### config.mk
export PLATFORM = sky130hd
export DESIGN_NAME = byte_transmitter_mux_flat
export DESIGN_NICKNAME = d
export VERILOG_FILES = /design/src/rtl/byte_transmitter_mux_if.sv /design/src/rtl/byte_transmitter_mux.sv /design/src/flat_wrapper.sv
export SDC_FILE = /design/constraint.sdc
export NUM_CORES = 1
export LEC_CHECK = 0
export CORE_MARGIN = 2
export CORE_UTILIZATION = 50
export DETAILED_ROUTE_END_ITERATION = 10
export GPL_ROUTABILITY_DRIVEN = 0
export PLACE_DENSITY = 0.77
export SYNTH_ARGS = -nofsm -noshare
export SYNTH_HDL_FRONTEND = slang
export SYNTH_SLANG_ARGS = --single-unit
### constraint.sdc
create_clock -name clk -period 1.7 [get_ports clk]
set_input_delay 0.17 -clock clk [delete_from_list [all_inputs] [get_ports clk]]
set_output_delay 0.17 -clock clk [all_outputs]
set_load 0.05 [all_outputs]
### src/rtl/byte_transmitter_mux_if.sv
// Interface bundling the serialiser control inputs, parallel word, TAP mux select and outputs.
// master drives the controls (TAP side); slave is the transmitter/mux.
interface byte_transmitter_mux_if #(
    parameter int unsigned WIDTH = 32
);
    logic             clear;
    logic             enable;
    logic [WIDTH-1:0] in;
    logic             tap_in;
    logic             sel;
    logic             tx_bit;
    logic             done;
    logic             out;

    modport master (
        output clear, enable, in, tap_in, sel,
        input  tx_bit, done, out
    );

    modport slave (
        input  clear, enable, in, tap_in, sel,
        output tx_bit, done, out
    );
endinterface

### src/rtl/byte_transmitter_mux.sv
// Parallel-to-serial transmitter (LSB first by default, MSB first with BYTE_TX_MSB_FIRST_EN)
// plus the combinational TAP/serial output select feeding TDO.
module byte_transmitter_mux #(
    parameter int unsigned WIDTH = 32
) (
    input logic                  clk,
    input logic                  reset_n,
    byte_transmitter_mux_if.slave bus
);
    localparam int unsigned    CW   = $clog2(WIDTH + 1);
    localparam logic [CW-1:0]  LAST = CW'(WIDTH - 1);

    typedef enum logic [1:0] {StIdle, StShift, StDone} state_e;

    state_e           state_q;
    logic [WIDTH-1:0] shadow_q;
    logic [CW-1:0]    count_q;
    logic             tx_bit_q;
    logic             done_q;

    always_ff @(posedge clk or negedge reset_n) begin
        if (!reset_n) begin
            state_q  <= StIdle;
            shadow_q <= '0;
            count_q  <= '0;
            tx_bit_q <= 1'b0;
            done_q   <= 1'b0;
        end else if (bus.clear) begin
            // Shadow is left alone; the next start re-captures the word anyway.
            state_q  <= StIdle;
            count_q  <= '0;
            tx_bit_q <= 1'b0;
            done_q   <= 1'b0;
        end else if (bus.enable) begin
            unique case (state_q)
                StIdle: begin
`ifdef BYTE_TX_MSB_FIRST_EN
                    tx_bit_q <= bus.in[WIDTH-1];
                    shadow_q <= bus.in << 1;
`else
                    tx_bit_q <= bus.in[0];
                    shadow_q <= bus.in >> 1;
`endif
                    count_q  <= CW'(1);
                    state_q  <= StShift;
                end
                StShift: begin
`ifdef BYTE_TX_MSB_FIRST_EN
                    tx_bit_q <= shadow_q[WIDTH-1];
                    shadow_q <= shadow_q << 1;
`else
                    tx_bit_q <= shadow_q[0];
                    shadow_q <= shadow_q >> 1;
`endif
                    count_q  <= count_q + CW'(1);
                    // Last bit and done rise on the same edge.
                    if (count_q == LAST) begin
                        done_q  <= 1'b1;
                        state_q <= StDone;
                    end
                end
                StDone: begin
                    tx_bit_q <= 1'b0;
                end
                default: begin
                    state_q <= StIdle;
                end
            endcase
        end
    end

    assign bus.tx_bit = tx_bit_q;
    assign bus.done   = done_q;
    assign bus.out    = bus.sel ? bus.tap_in : tx_bit_q;

endmodule

### src/flat_wrapper.sv
// flat-port wrapper written by rule: the top's interface ports become plain ports
module byte_transmitter_mux_flat 
#(
    parameter int unsigned WIDTH = 32
)
  (clk, reset_n, bus_clear, bus_enable, bus_in, bus_tap_in, bus_sel, bus_tx_bit, bus_done, bus_out);
  byte_transmitter_mux_if #(.WIDTH(WIDTH)) bus_i ();
  input logic clk;
  input logic reset_n;
  input wire logic [$bits(bus_i.clear)-1:0] bus_clear;
  input wire logic [$bits(bus_i.enable)-1:0] bus_enable;
  input wire logic [$bits(bus_i.in)-1:0] bus_in;
  input wire logic [$bits(bus_i.tap_in)-1:0] bus_tap_in;
  input wire logic [$bits(bus_i.sel)-1:0] bus_sel;
  output wire logic [$bits(bus_i.tx_bit)-1:0] bus_tx_bit;
  output wire logic [$bits(bus_i.done)-1:0] bus_done;
  output wire logic [$bits(bus_i.out)-1:0] bus_out;
  assign bus_i.clear = bus_clear;
  assign bus_i.enable = bus_enable;
  assign bus_i.in = bus_in;
  assign bus_i.tap_in = bus_tap_in;
  assign bus_i.sel = bus_sel;
  assign bus_tx_bit = bus_i.tx_bit;
  assign bus_done = bus_i.done;
  assign bus_out = bus_i.out;
  byte_transmitter_mux #(.WIDTH(WIDTH)) u_core (.clk(clk), .reset_n(reset_n), .bus(bus_i));
endmodule
==> flow_metrics.tcl <==
set metrics [dict create \
    numCtsBuffers 5 \
    synthesis.nets 249 \
    syn_to_final_growth_pct 28.5 \
    cts_max_level 2 \
    yosys-mux-area-fraction_pct 16.2 \
    relSlewSlack_pct 67.0 \
    placed_cell_area_um2 2590 \
    async_reset_ff_share_pct 100 \
    worstPathMaxFanout 3 \
    end_kind "output pin" \
    finalClockSkew_ns 0.00396 \
    ys.flop_type "dfrtp_1" \
    track_usage_pct 20.8 \
    crit_chain "clkdlybuf4s50_1" \
    slowest_stage "clkdlybuf4s50_1" \
    yosysSeqAreaShare_pct 48.5 \
    io_pins 41 \
    drv_cap 0 \
    clock_latency_ns 0.29 \
    grt_max_degree 30 \
    critical_path_class "flip-flop to output pin" \
    crit_buf_inv 1 \
    drt-initial-drc-count 132 \
    clockBufferDepth 2 \
    ctsResizeCount 0 \
    stdcell_area_um2 2720 \
    p_per_area_nw_per_um2 997 \
    core-area_um2 4030 \
    clkTransAtPathRegs_ns 0.08 \
    ys_ff_latch 41 \
    start_kind "flip-flop" \
    avgViaCountPerCell 5.68 \
    fin_util_pct 67.5 \
    synth_cells 206 \
    fin_crit_ns 1.63 \
    critPathLaunch "u_core.bus.tx_bit" \
    initial_utilization_pct 52.5 \
    worst_ep_required_time_ns 1.53 \
    status "finished, final reports clean" \
    p_total_mw 2.71 \
    timing.fmax_mhz 613 \
    drtAntennaViolNets 0 \
    tightest_slew_ns 0.493 \
    ir_drop_mv 0.508 \
    drive_above_1_share_pct 11.1 \
    arrival_ns 1.46 \
    synth.avg_cell_area_um2 10.3 \
    grt_pass1_vias 1780 \
    cts_root_buf "clkbuf_8" \
    slew_viol_final 0 \
    route.detailed.drc 0 \
    hold_path_class "primary input to asynchronous set/reset pin" \
    dieHeight_um 69.0 \
    wl_per_cell_um 15.3 \
    synth_top_area_cell "dfrtp_1" \
    totalWireLength_um 4640 \
    synth.top_cell.area_share_pct 48.5 \
    die_w_um 69.0 \
    rows 23 \
    place_ws_ns 0.155 \
    grt_pass1_wl_um 8070 \
    synthesis.area_um2 2110 \
    cts_tree "done" \
    port_buffers 40 \
    synthAdderAreaFrac_pct 2.96 \
    synth_top_family_by_area "compound AO/OA/AOI/OAI gates" \
    hpwl_um 3270 \
    yosysWarnings 0 \
    p_leak_nw 1.16 \
    synth_enable_flop_cells 0 \
    setup_viol 0 \
    finalWorstSetupSlack_ns 0.0677 \
    max_stage_delay_ns 0.81 \
    grt_overflow 0 \
    n_antenna_cell 0 \
    yosysUniqueCellTypes 32 \
    synth_xor_area_share_pct 0 \
    die_area_um2 4770 \
    finish.net_count 295 \
    finalCritPeriodShare_pct 96.0 \
    cts.sinks 41 \
    synthSimpleGateAreaFrac_pct 7.87 \
    hold_viol 0 \
    synth_area_leaders "dfrtp_1 (49%), mux2i_1 (16%), o21ai_1 (15%), ha_1 (3.0%), nand3_1 (1.9%)" \
    synth_compound_area_share_pct 19.5 \
    antenna_found_initial 0 \
    grt_setup_unrepaired "true" \
    num_vias 1720 \
    r2r_start "u_core.state_q[0]" \
    drtPass1Iterations 4 \
    critPathTopFamily "buffers and inverters" \
]
==> state kept, by name, summed over array words and instances (netlist names) <==
name / count
u_core.count_q: 6
u_core.state_q: 2
u_core.bus.tx_bit: 1
u_core.shadow_q: 31
u_core.bus.done: 1
==> layout make-up <==
class | instances | area, um^2
Fill cell | 342 | 1310
Sequential cell | 41 | 1030
Tap cell | 50 | 62.6
Clock buffer | 7 | 86.3
Multi-Input combinational cell | 145 | 990
Inverter | 4 | 15.0
Timing Repair Buffer | 55 | 508
Clock inverter | 1 | 30.0
==> cells in the final DEF, fill, tap and decap left out, types with 2 or more instances in the layout <==
| cell | Yosys | final |
|---|---|---|
| nand2b_1 | 4 | 4 |
| nand2_1 | 6 | 6 |
| ha_1 | 5 | 4 |
| o21ai_0 | 4 | 4 |
| clkbuf_8 | 0 | 6 |
| inv_1 | 3 | 3 |
| nand3_1 | 8 | 8 |
| clkdlybuf4s50_1 | 0 | 38 |
| o21a_1 | 2 | 2 |
| buf_4 | 4 | 15 |
| nor2b_1 | 3 | 3 |
| dfrtp_1 | 41 | 41 |
| o21ai_1 | 64 | 63 |
| a21oi_1 | 2 | 2 |
| mux2i_1 | 33 | 33 |
==> through the flow <==
| step | cells | hold slack [ns] | TNS (ns) |
|---|---|---|---|
| floorplan | 206 | -0.126 | 0 |
| global placement | 294 | 0.147 | 0 |
| detailed placement | 294 | 0.139 | 0 |
| CTS | 303 | 0.369 | 0 |
| global route | 303 | 0.395 | -0.0110 |
| finish | 303 | 0.351 | 0 |
==> synthesized netlist by cell type, types with 2 or more instances <==
| master | n |
|---|---|
| a21oi_1 | 2 |
| buf_2 | 6 |
| nor2b_1 | 3 |
| inv_1 | 3 |
| o21ai_0 | 4 |
| dfrtp_1 | 41 |
| nand3_1 | 8 |
| buf_1 | 2 |
| o21ai_1 | 64 |
| o21a_1 | 2 |
| buf_4 | 4 |
| clkbuf_1 | 3 |
| ha_1 | 5 |
| nand2b_1 | 4 |
| mux2i_1 | 33 |
| nand2_1 | 6 |
==> layer usage <==
| layer | vias to the layer above | global-route usage [%] | part of all wire [%] |
|---|---|---|---|
| met1 | 826 | 26.3 | 44 |
| met4 | 0 | 5.23 | 1.0 |
| met5 | - | 0 | 0 |
| li1 | 832 | - | - |
| met3 | 5 | 4.68 | 4.4 |
| met2 | 57 | 36.1 | 50 |
==> path summary, 6_finish.rpt <==
check | endpoint | slack [ns] | cells after the start
max in group asynchronous | u_core.shadow_q[13] | 0.81 | 3
hold reg to reg | u_core.bus.done | 0.50 | 1
min in group clk | u_core.shadow_q[30] | 0.45 | 3
setup reg to reg | u_core.shadow_q[23] | 0.13 | 6
setup / recovery | bus_tx_bit | 0.07 | 1
hold / removal | u_core.count_q[0] | 0.35 | 2
==> timing repair <==
action | CTS | global route
setup endpoints to repair | 0 | 3
endpoints found under the hold margin | 17 | 0
buffers inserted | 0 | 0
hold buffers | 1 | 0
==> power by group <==
group / total (mW) / internal [mW] / switching [mW]
Combinational: 0.630 / 0.313 / 0.317
Sequential: 1.27 / 1.16 / 0.103
Clock: 0.814 / 0.479 / 0.335
==> kinds of logic after synthesis <==
group,count (synthesis)
adder cells (fa/ha/maj),5
buffers and inverters,20
multiplexers,34
AND/OR/NAND/NOR,28
flip-flops,41
AO/OA/AOI/OAI,78
No activity file was read; power rests on OpenSTA's default activity.
